==> config.mk <==
export PLATFORM = sky130hd
export DESIGN_NAME = multicycle_controller
export DESIGN_NICKNAME = d
export VERILOG_FILES = /design/src/rtl/ctrl_pkg.sv /design/src/rtl/op_class_decoder.sv /design/src/rtl/multicycle_controller.sv
export SDC_FILE = /design/constraint.sdc
export NUM_CORES = 1
export LEC_CHECK = 0
export BUFFER_PORTS_ARGS = -buffer_cell sky130_fd_sc_hd__buf_2
export CAP_MARGIN = 20
export CORE_MARGIN = 5
export CORE_UTILIZATION = 38
export DETAILED_ROUTE_END_ITERATION = 8
export PLACE_DENSITY = 0.72
export SLEW_MARGIN = 20
export SYNTH_ARGS = -nofsm -noshare
export SYNTH_HDL_FRONTEND = slang
export SYNTH_HIERARCHICAL = 1
export SYNTH_SLANG_ARGS = --single-unit
==> constraint.sdc <==
create_clock -name clk_i -period 3.6 [get_ports clk_i]
set_input_delay 1.08 -clock clk_i [delete_from_list [all_inputs] [get_ports clk_i]]
set_output_delay 1.08 -clock clk_i [all_outputs]
set_load 0.02 [all_outputs]
==> src/rtl/ctrl_pkg.sv <==
// Shared encodings for the multicycle RV32I controller:
// opcodes, FSM states, opcode classes and datapath select codes.
package ctrl_pkg;

  localparam logic [6:0] OP_LW   = 7'b0000011;
  localparam logic [6:0] OP_SW   = 7'b0100011;
  localparam logic [6:0] OP_R    = 7'b0110011;
  localparam logic [6:0] OP_I    = 7'b0010011;
  localparam logic [6:0] OP_BEQ  = 7'b1100011;
  localparam logic [6:0] OP_JAL  = 7'b1101111;
  localparam logic [6:0] OP_JALR = 7'b1100111;
  localparam logic [6:0] OP_LUI  = 7'b0110111;

  typedef enum logic [3:0] {
    S_FETCH,
    S_DECODE,
    S_MEMADR,
    S_MEMREAD,
    S_MEMWB,
    S_MEMWRITE,
    S_EXECR,
    S_EXECI,
    S_ALUWB,
    S_BEQ,
    S_JAL,
    S_JALRADR,
    S_JALR,
    S_LUI
  } state_t;

  typedef enum logic [2:0] {
    C_LW,
    C_SW,
    C_R,
    C_I,
    C_BEQ,
    C_JAL,
    C_JALR,
    C_LUI
  } op_class_t;

  localparam logic [2:0] IMM_I = 3'b000;
  localparam logic [2:0] IMM_S = 3'b001;
  localparam logic [2:0] IMM_B = 3'b010;
  localparam logic [2:0] IMM_J = 3'b011;
  localparam logic [2:0] IMM_U = 3'b100;

  localparam logic [1:0] ALU_ADD  = 2'b00;
  localparam logic [1:0] ALU_SUB  = 2'b01;
  localparam logic [1:0] ALU_FUNC = 2'b10;
  localparam logic [1:0] ALU_PASS = 2'b11;

  localparam logic [1:0] RES_ALUOUT = 2'b00;
  localparam logic [1:0] RES_RDATA  = 2'b01;
  localparam logic [1:0] RES_ALU    = 2'b10;
  localparam logic [1:0] RES_IMM    = 2'b11;

  localparam logic [1:0] SRCA_PC    = 2'b00;
  localparam logic [1:0] SRCA_OLDPC = 2'b01;
  localparam logic [1:0] SRCA_RS1   = 2'b10;

  localparam logic [1:0] SRCB_RS2  = 2'b00;
  localparam logic [1:0] SRCB_IMM  = 2'b01;
  localparam logic [1:0] SRCB_FOUR = 2'b10;

  typedef struct packed {
    logic       pc_update;
    logic       adr_src;
    logic       ir_write;
    logic       mem_write;
    logic       reg_write;
    logic [1:0] alu_src_a;
    logic [1:0] alu_src_b;
    logic [1:0] result_src;
    logic [2:0] imm_src;
    logic [1:0] alu_op;
    logic       branch;
    logic       instr_done;
    logic       illegal;
  } ctrl_t;

endpackage

==> src/rtl/op_class_decoder.sv <==
// Opcode classifier: op_i -> op_class_o (next-state class),
// imm_src_o (immediate format) and legal_o (supported opcode).
module op_class_decoder
  import ctrl_pkg::*;
(
  input  logic [6:0] op_i,
  output op_class_t  op_class_o,
  output logic [2:0] imm_src_o,
  output logic       legal_o
);

  always_comb begin
    op_class_o = C_LW;
    imm_src_o  = IMM_I;
    legal_o    = 1'b1;
    unique case (1'b1)
      (op_i == OP_LW): begin
        op_class_o = C_LW;
        imm_src_o  = IMM_I;
      end
      (op_i == OP_SW): begin
        op_class_o = C_SW;
        imm_src_o  = IMM_S;
      end
      (op_i == OP_R): begin
        op_class_o = C_R;
        imm_src_o  = IMM_I;
      end
      (op_i == OP_I): begin
        op_class_o = C_I;
        imm_src_o  = IMM_I;
      end
      (op_i == OP_BEQ): begin
        op_class_o = C_BEQ;
        imm_src_o  = IMM_B;
      end
      (op_i == OP_JAL): begin
        op_class_o = C_JAL;
        imm_src_o  = IMM_J;
      end
      (op_i == OP_JALR): begin
        op_class_o = C_JALR;
        imm_src_o  = IMM_I;
      end
      (op_i == OP_LUI): begin
        op_class_o = C_LUI;
        imm_src_o  = IMM_U;
      end
      default: begin
        legal_o = 1'b0;
      end
    endcase
  end

endmodule

==> src/rtl/multicycle_controller.sv <==
// Moore sequencing FSM for the multicycle RV32I datapath.
// Inputs: clk_i, rst_i (async high), op_i, zero_i, mem_ready_i.
// Outputs: datapath selects/enables, branch_o, instr_done_o,
// illegal_o, instr_count_o (retired count, CNT_W bits, wraps).
// Define MEM_WAIT_EN to stall FETCH/MEMREAD/MEMWRITE on
// mem_ready_i; otherwise mem_ready_i is ignored.
module multicycle_controller
  import ctrl_pkg::*;
#(
  parameter int CNT_W = 32
) (
  input  logic             clk_i,
  input  logic             rst_i,
  input  logic [6:0]       op_i,
  input  logic             zero_i,
  input  logic             mem_ready_i,
  output logic             pc_write_o,
  output logic             adr_src_o,
  output logic             ir_write_o,
  output logic             mem_write_o,
  output logic             reg_write_o,
  output logic [1:0]       alu_src_a_o,
  output logic [1:0]       alu_src_b_o,
  output logic [1:0]       result_src_o,
  output logic [2:0]       imm_src_o,
  output logic [1:0]       alu_op_o,
  output logic             branch_o,
  output logic             instr_done_o,
  output logic             illegal_o,
  output logic [CNT_W-1:0] instr_count_o
);

  state_t           state_q;
  logic [CNT_W-1:0] count_q;
  op_class_t        op_class;
  logic [2:0]       dec_imm;
  logic             dec_legal;
  logic             rdy;
  ctrl_t            ctl;
  ctrl_t            out;

  op_class_decoder u_dec (
    .op_i       (op_i),
    .op_class_o (op_class),
    .imm_src_o  (dec_imm),
    .legal_o    (dec_legal)
  );

`ifdef MEM_WAIT_EN
  assign rdy = mem_ready_i;
`else
  logic unused_ready;
  assign rdy          = 1'b1;
  assign unused_ready = mem_ready_i;
`endif

  // Strobes of memory states are qualified by rdy so
  // a stalled access fires its write exactly once.
  always_comb begin
    ctl = '0;
    case (state_q)
      S_FETCH: begin
        ctl.ir_write   = rdy;
        ctl.pc_update  = rdy;
        ctl.alu_src_a  = SRCA_PC;
        ctl.alu_src_b  = SRCB_FOUR;
        ctl.result_src = RES_ALU;
      end
      S_DECODE: begin
        ctl.alu_src_a = SRCA_OLDPC;
        ctl.alu_src_b = SRCB_IMM;
        ctl.alu_op    = ALU_ADD;
        ctl.imm_src   = dec_imm;
        ctl.illegal   = ~dec_legal;
      end
      S_MEMADR, S_JALRADR: begin
        ctl.alu_src_a = SRCA_RS1;
        ctl.alu_src_b = SRCB_IMM;
        ctl.alu_op    = ALU_ADD;
      end
      S_MEMREAD: begin
        ctl.adr_src = 1'b1;
      end
      S_MEMWB: begin
        ctl.result_src = RES_RDATA;
        ctl.reg_write  = 1'b1;
        ctl.instr_done = 1'b1;
      end
      S_MEMWRITE: begin
        ctl.adr_src    = 1'b1;
        ctl.mem_write  = rdy;
        ctl.instr_done = rdy;
      end
      S_EXECR: begin
        ctl.alu_src_a = SRCA_RS1;
        ctl.alu_src_b = SRCB_RS2;
        ctl.alu_op    = ALU_FUNC;
      end
      S_EXECI: begin
        ctl.alu_src_a = SRCA_RS1;
        ctl.alu_src_b = SRCB_IMM;
        ctl.alu_op    = ALU_FUNC;
      end
      S_ALUWB: begin
        ctl.result_src = RES_ALUOUT;
        ctl.reg_write  = 1'b1;
        ctl.instr_done = 1'b1;
      end
      S_BEQ: begin
        ctl.alu_src_a  = SRCA_RS1;
        ctl.alu_src_b  = SRCB_RS2;
        ctl.alu_op     = ALU_SUB;
        ctl.result_src = RES_ALUOUT;
        ctl.branch     = 1'b1;
        ctl.instr_done = 1'b1;
      end
      S_JAL, S_JALR: begin
        ctl.alu_src_a  = SRCA_OLDPC;
        ctl.alu_src_b  = SRCB_FOUR;
        ctl.result_src = RES_ALUOUT;
        ctl.pc_update  = 1'b1;
      end
      S_LUI: begin
        ctl.imm_src    = IMM_U;
        ctl.result_src = RES_IMM;
        ctl.reg_write  = 1'b1;
        ctl.instr_done = 1'b1;
      end
      default: begin
        ctl = '0;
      end
    endcase
  end

  // The state already sits at FETCH during reset, so the
  // decoded controls are forced low until rst_i falls.
  assign out = rst_i ? '0 : ctl;

  assign pc_write_o    = out.pc_update
                       | (out.branch & zero_i);
  assign adr_src_o     = out.adr_src;
  assign ir_write_o    = out.ir_write;
  assign mem_write_o   = out.mem_write;
  assign reg_write_o   = out.reg_write;
  assign alu_src_a_o   = out.alu_src_a;
  assign alu_src_b_o   = out.alu_src_b;
  assign result_src_o  = out.result_src;
  assign imm_src_o     = out.imm_src;
  assign alu_op_o      = out.alu_op;
  assign branch_o      = out.branch;
  assign instr_done_o  = out.instr_done;
  assign illegal_o     = out.illegal;
  assign instr_count_o = count_q;

  always_ff @(posedge clk_i or posedge rst_i) begin
    if (rst_i) begin
      state_q <= S_FETCH;
      count_q <= '0;
    end else begin
      if (ctl.instr_done) begin
        count_q <= count_q + CNT_W'(1);
      end
      case (state_q)
        S_FETCH: begin
          if (rdy) state_q <= S_DECODE;
        end
        S_DECODE: begin
          if (!dec_legal) begin
            state_q <= S_FETCH;
          end else begin
            case (op_class)
              C_LW, C_SW: state_q <= S_MEMADR;
              C_R:        state_q <= S_EXECR;
              C_I:        state_q <= S_EXECI;
              C_BEQ:      state_q <= S_BEQ;
              C_JAL:      state_q <= S_JAL;
              C_JALR:     state_q <= S_JALRADR;
              C_LUI:      state_q <= S_LUI;
              default:    state_q <= S_FETCH;
            endcase
          end
        end
        S_MEMADR: begin
          if (op_class == C_LW) state_q <= S_MEMREAD;
          else                  state_q <= S_MEMWRITE;
        end
        S_MEMREAD: begin
          if (rdy) state_q <= S_MEMWB;
        end
        S_MEMWRITE: begin
          if (rdy) state_q <= S_FETCH;
        end
        S_MEMWB:   state_q <= S_FETCH;
        S_EXECR:   state_q <= S_ALUWB;
        S_EXECI:   state_q <= S_ALUWB;
        S_ALUWB:   state_q <= S_FETCH;
        S_BEQ:     state_q <= S_FETCH;
        S_JAL:     state_q <= S_ALUWB;
        S_JALRADR: state_q <= S_JALR;
        S_JALR:    state_q <= S_ALUWB;
        S_LUI:     state_q <= S_FETCH;
        default:   state_q <= S_FETCH;
      endcase
    end
  end

endmodule

Word level (Yosys, flattened, before mapping)
Memory sizes are Yosys's and may differ from the RTL's.
Cells that the tools add are included.
{ "totals": {"regBits": 36, "romBits": 32, "word_cells": 59, "mem_count": 1} }
{ "mem_list": {"columns": ["name", "depth", "width", "rd", "rd_ports_with_merged_regs", "write_ports", "line", "rtl"], "rows": [
  ["(no name shown)", 8, 4, 1, 0, 0, "multicycle_controller.sv:171", "case (op_class)"]
]} }
{ "op_classes": {"n_addsub": 1, "n_eq_ne": 21, "muxes": 19, "bitwise_logic": 3, "reduce_logical": 12} }
{ "ops": {"columns": ["operator", "count"], "rows": [
  ["adder 32 x 1 -> 32 bit, second input constant", 1],
  ["== test 4 bit, second input constant", 6],
  ["case mux 4 bit (6 select lines)", 1],
  ["== test 7 x 6 -> 1 bit, second input constant", 3],
  ["== test 7 bit, second input constant", 3],
  ["case mux 3 bit (7 select lines)", 1],
  ["case mux 4 bit (5 select lines)", 1],
  ["2-to-1 mux 19 bit", 1],
  ["== test 4 x 3 -> 1 bit, second input constant", 4],
  ["case mux 3 bit (4 select lines)", 1],
  ["2-to-1 mux 1 bit", 9],
  ["OR reduction 3 bit", 3],
  ["== test 4 x 2 -> 1 bit, second input constant", 2],
  ["OR reduction 2 bit", 4],
  ["OR reduction 8 bit", 1],
  ["== test 7 x 2 -> 1 bit, second input constant", 1],
  ["== test 7 x 5 -> 1 bit, second input constant", 1],
  ["case mux 2 bit (3 select lines)", 1],
  ["case mux 3 bit (2 select lines)", 1],
  ["OR reduction 5 bit", 1],
  ["== test 4 x 1 -> 1 bit, second input constant", 1],
  ["zero test 4 bit", 1],
  ["2-to-1 mux 4 bit", 1],
  ["case mux 2 bit (2 select lines)", 1],
  ["other kinds (6)", 6]
]} }

Longest topological paths before layout
{ "depth": {"depth_word": 8, "depth_mapped": 9, "depth_no_buf": 8} }

By module
Netlist, hierarchy kept.
{ "by_module_without_submodules": {"columns": ["module", "n_inst", "cells_each", "area_each_um2"], "rows": [
  ["multicycle_controller", 1, 197, 1994.4],
  ["op_class_decoder", 1, 31, 206.4]
]} }

Worst setup path before layout
No wires, ideal clock.
{ "synth_path": {"path_kind": "input to output", "start": "input port rst_i", "end": "output port illegal_o", "arrival_time_ns": 2.730, "path_slack_ns": -0.210, "stages": 3, "path_buffers": 0, "cell_sequence": "inv_1 nand2_1 nor4_1"} }
{ "synth_between": {"elab_chain_cells": 1} }
{ "synth_rtl": {"columns": ["item", "line", "rtl"], "rows": [
  ["start, declared", "multicycle_controller.sv:13", "input logic rst_i,"],
  ["2-to-1 mux 19 bit", "multicycle_controller.sv:137", "assign out = rst_i ? '0 : ctl;"],
  ["end, declared", "multicycle_controller.sv:29", "output logic illegal_o,"]
]} }
No other way between the ends.

Worst setup path in the final report
{ "layout_path": {"start": "input port op_i[2]", "end": "output port illegal_o"} }
{ "layout_between": {"elab_chain_cells": 6, "word_cells_on_any_way": 13, "cone_classes": "eq/ne (8); mux (3); bitwise (1); reduce/logical (1)"} }
{ "layout_rtl": {"columns": ["item", "line", "rtl"], "rows": [
  ["start, declared", "multicycle_controller.sv:14", "input logic [6:0] op_i,"],
  ["== test 7 x 6 -> 1 bit (tied with other cells)", "op_class_decoder.sv:45", "(op_i == OP_LUI): begin"],
  ["OR reduction 8 bit (no line) *", null, null],
  ["2-to-1 mux 1 bit *", "op_class_decoder.sv:16", "unique case (1'b1)"],
  ["via dec_legal", "multicycle_controller.sv:37", "logic dec_legal;"],
  ["inverter 1 bit *", "multicycle_controller.sv:74", "ctl.illegal = ~dec_legal;"],
  ["2-to-1 mux 1 bit *", "multicycle_controller.sv:61", "case (state_q)"],
  ["2-to-1 mux 19 bit *", "multicycle_controller.sv:137", null]
]} }
The timed path passes the listed nets; every way through them passes the cells marked *.

==> Flow_metrics.wiki <==
{| class="wikitable"
! Metric !! Value
|-
| Sum of overflow across all layers after global routing || 0
|-
| Count of hold buffers inserted by post-cts repair || 0
|-
| Clock sink count || 36
|-
| Maximum net fanout on the critical path || 10
|-
| Placed Cells || 350
|-
| Die area || 0.00741 mm2
|-
| Row cnt || 27
|-
| Number of register bits inferred by synthesis || 36
|-
| Post-route core utilization || 47.1%
|-
| Share of layout cells above drive strength 1 || 28.3%
|-
| Required time at the endpoint of the critical path || 2.52 ns
|-
| Kind of capture point of the worst setup path || primary output
|-
| Insertion delay of the later-clocked pin in the worst-skew pair || 0.30 ns
|-
| Post-synthesis to final-layout area growth || 19.3%
|-
| Worst Reg2Reg Path Length in Cells || 4
|-
| Mapped Cells || around 230
|-
| Number of nets in the final layout || 299
|-
| Number of nets produced by synthesis || ~240
|-
| Remaining antenna violation count after routing || 0
|-
| DIE HEIGHT || about 86 um
|-
| CP Data Arrival Time || between 2 and 2.5 ns
|-
| Sum of internal, switching and leakage power || 1100 uW
|-
| Final HPWL from detailed placement || around 3700 um
|-
| Total GRT Usage || 13.8%
|-
| Number of instances on the worst hold path || 1
|-
| Setup repair after global routing missed its margin || false
|-
| Average routed wire per standard cell || ~14 um
|-
| Maximum number of pins on one net before global-route repair || 33
|-
| Routed vias/inst || about 5.3
|-
| Initial Utilization || roughly two fifths
|-
| CTS Buf Count || 5
|-
| Share of the yosys chip area belonging to registers || roughly two fifths
|-
| Async set-or-reset flop fraction in the synthesized netlist || 100%
|-
| Combined area of all synthesized cells || between 0.002 and 0.0025 mm2
|-
| CTS tree || yes
|-
| Slew margin rel. || between 40% and 50%
|-
| Post-layout minimum cycle time || ~3.4 ns
|-
| Number of iterations in the first detailed-routing pass || 4
|-
| Worst reg2reg path startpoint || state_q[3]
|-
| Global-route wire length before repair || between 8000 and 9000 um
|-
| Number of warnings printed during yosys synthesis || 6
|-
| Count of filler cells inserted in the layout || 542
|-
| Worst-Margin Slew || between 0.7 and 0.8 ns
|-
| CTS Root Cell || sky130_fd_sc_hd__clkbuf_8
|-
| Setup Skew || between 0.01 and 0.015 ns
|-
| Number of endpoints with negative hold slack in the final report || 0
|-
| Final count of negative-setup-slack endpoints || 0
|-
| Maximum frequency from static timing analysis || 293 MHz
|-
| Top library cells by usage in the layout, fill and taps aside || sky130_fd_sc_hd__buf_2, sky130_fd_sc_hd__dfrtp_1, sky130_fd_sc_hd__xnor2_1, sky130_fd_sc_hd__nand3_1, sky130_fd_sc_hd__nand2_1
|-
| Weighted congestion reported at the end of routability-driven placement || 0.847
|-
| Die width || between 80 and 90 um
|-
| Peak VDD IR || 273 uV
|-
| Max clock buf depth || 2
|-
| Final standard cell count with taps included and fillers excluded || around 360
|-
| Pwr/cell area || between 400 and 500 mW/mm2
|-
| Total DRC errors in the routed layout || 0
|-
| Clock transition at the registers of the reported paths || about 0.080 ns
|-
| Static power due to leakage || approximately 0.0013 uW
|-
| Start point of the worst min-delay path || instr_count_o[30]
|-
| Resized Gates After CTS || 0
|-
| Post-CTS setup buffer count || 0
|-
| Diodes inserted || 0
|-
| Max-slew violation total from the final report || 0
|-
| H-Tree Level Count || 2
|-
| Detailed Route Iter0 Violations || 75
|-
| Count of flip-flops with a built-in enable after synthesis || 0
|-
| Worst min-delay path category || reg2reg
|-
| Sort of element at the start of the critical path || input pin
|-
| Most common cell after layout, fill and taps aside || sky130_fd_sc_hd__buf_2
|-
| Most used flip-flop cell after synthesis || sky130_fd_sc_hd__dfrtp_1
|-
| Antenna violations before repair || 0
|-
| Count of input and output buffers || 60
|-
| Count of distinct cell types in the synthesized netlist || 48
|-
| Area of the placeable core || ~0.0056 mm2
|-
| DRT Wirelength || ~4900 um
|-
| Mapped Avg Cell Area || 9.65 um2
|-
| Setup TNS || 0 ns
|-
| Overall via count from detail_route || approximately 1900
|-
| Run status || completed
|-
| Worst-case hold path end point || instr_count_o[30]
|-
| Top Ports || 62
|-
| Setup slack on the worst flop-to-flop path || 1.40 ns
|-
| Critical path class || in2out
|-
| Final critical-path share of the clock period || between 90% and 100%
|-
| Via count of the first global-routing pass || roughly 1800
|-
| Max Cap Viol || 0
|-
| Reg-to-reg endpoint || instr_count_o[28]
|}
metrics by stage:
step                hold slack [ns]  cell area [um2]  setup WS, ns
global placement              0.456             2540         0.191
detailed placement            0.482             2540         0.181
global route                  0.512             2630        0.0568
floorplan                     0.582             2200        0.0270
finish                        0.495             2630         0.184
CTS                           0.498             2630         0.174
routing by layer:
layer  track usage [%]  vias up  part of all wire, %
li1                  -      936                    -
met1              17.7      916                   44
met2              22.6       56                   48
met3              2.88        7                  5.6
met4              5.47        0                  1.6
met5                 0        -                    0
cell usage after synthesis, types with 2 or more instances:
cell type,n,area share (%)
sky130_fd_sc_hd__a21oi_1,6,1.4
sky130_fd_sc_hd__dfrtp_1,36,41
sky130_fd_sc_hd__xnor2_1,27,11
sky130_fd_sc_hd__nor2_1,9,1.5
sky130_fd_sc_hd__xor2_1,8,3.2
sky130_fd_sc_hd__and2_1,2,0.57
sky130_fd_sc_hd__a211oi_1,5,1.7
sky130_fd_sc_hd__o21ai_0,6,1.4
sky130_fd_sc_hd__nor2b_1,4,1.1
sky130_fd_sc_hd__nand2_1,16,2.7
sky130_fd_sc_hd__and3_1,11,3.1
sky130_fd_sc_hd__nor3_1,8,1.8
sky130_fd_sc_hd__nor3b_1,2,0.68
sky130_fd_sc_hd__a22oi_1,2,0.68
sky130_fd_sc_hd__buf_6,2,1.0
sky130_fd_sc_hd__buf_2,3,0.68
sky130_fd_sc_hd__and4_1,3,1.2
sky130_fd_sc_hd__nand4_1,14,4.0
sky130_fd_sc_hd__clkbuf_1,4,0.68
sky130_fd_sc_hd__nand3_1,17,3.9
sky130_fd_sc_hd__ha_1,3,1.7
sky130_fd_sc_hd__inv_1,8,1.4
sky130_fd_sc_hd__mux2i_1,3,1.4
sky130_fd_sc_hd__nand2b_1,2,0.57
sky130_fd_sc_hd__nor4_4,2,1.9
sky130_fd_sc_hd__nor4_1,3,0.85
power breakdown:
| part | internal (uW) | switching [uW] | total [uW] | leakage (uW) |
|---|---|---|---|---|
| logic | 122 | 195 | 318 | 0.000760 |
| registers | 433 | 66.1 | 499 | 0.000495 |
| clock network | 135 | 148 | 282 | 0.0000479 |
| total | 690 | 409 | 1100 | 0.00130 |
how the worst max path moves through the flow:
stage / startpoint / end / cells after the start
6_report: op_i[2] / illegal_o / 5
5_1_grt: op_i[2] / illegal_o / 5
4_1_cts: op_i[2] / illegal_o / 5
3_5_place_dp: op_i[2] / illegal_o / 5
3_3_place_gp: op_i[2] / illegal_o / 5
2_1_floorplan: op_i[2] / illegal_o / 4
flip-flops by register name (all words and copies together), names as in the netlist:
name / flops
instr_count_o: 32
state_q: 4
cell families after synthesis:
logic type	count (synthesis)	share of synthesized area, %
muxes	4	1.88
and+or+nand+nor	102	28.4
adders and majority gates	3	1.71
AOI/OAI and AO/OA	28	8.70
DFF	36	40.9
xor gates and xnor gates	35	13.9
buffers and inverters	20	4.43
cell type report:
type	instances	area [um2]	share of cell area [%]
timing repair buffer	61	308	11.7
clock inverter	3	18.8	0.715
sequential	36	901	34.3
inverter	9	37.5	1.43
tap	72	90.1	3.43
multi-input combinational	172	1200	45.8
clock buffer	5	68.8	2.62
critical path, stage by stage:
cell and delay [ns]:
sky130_fd_sc_hd__buf_2 0.16, sky130_fd_sc_hd__and4b_1 0.23, sky130_fd_sc_hd__o311a_1 0.40, sky130_fd_sc_hd__nor4_1 0.25
sky130_fd_sc_hd__buf_2 0.22
Power figures use the tool's default switching activity.
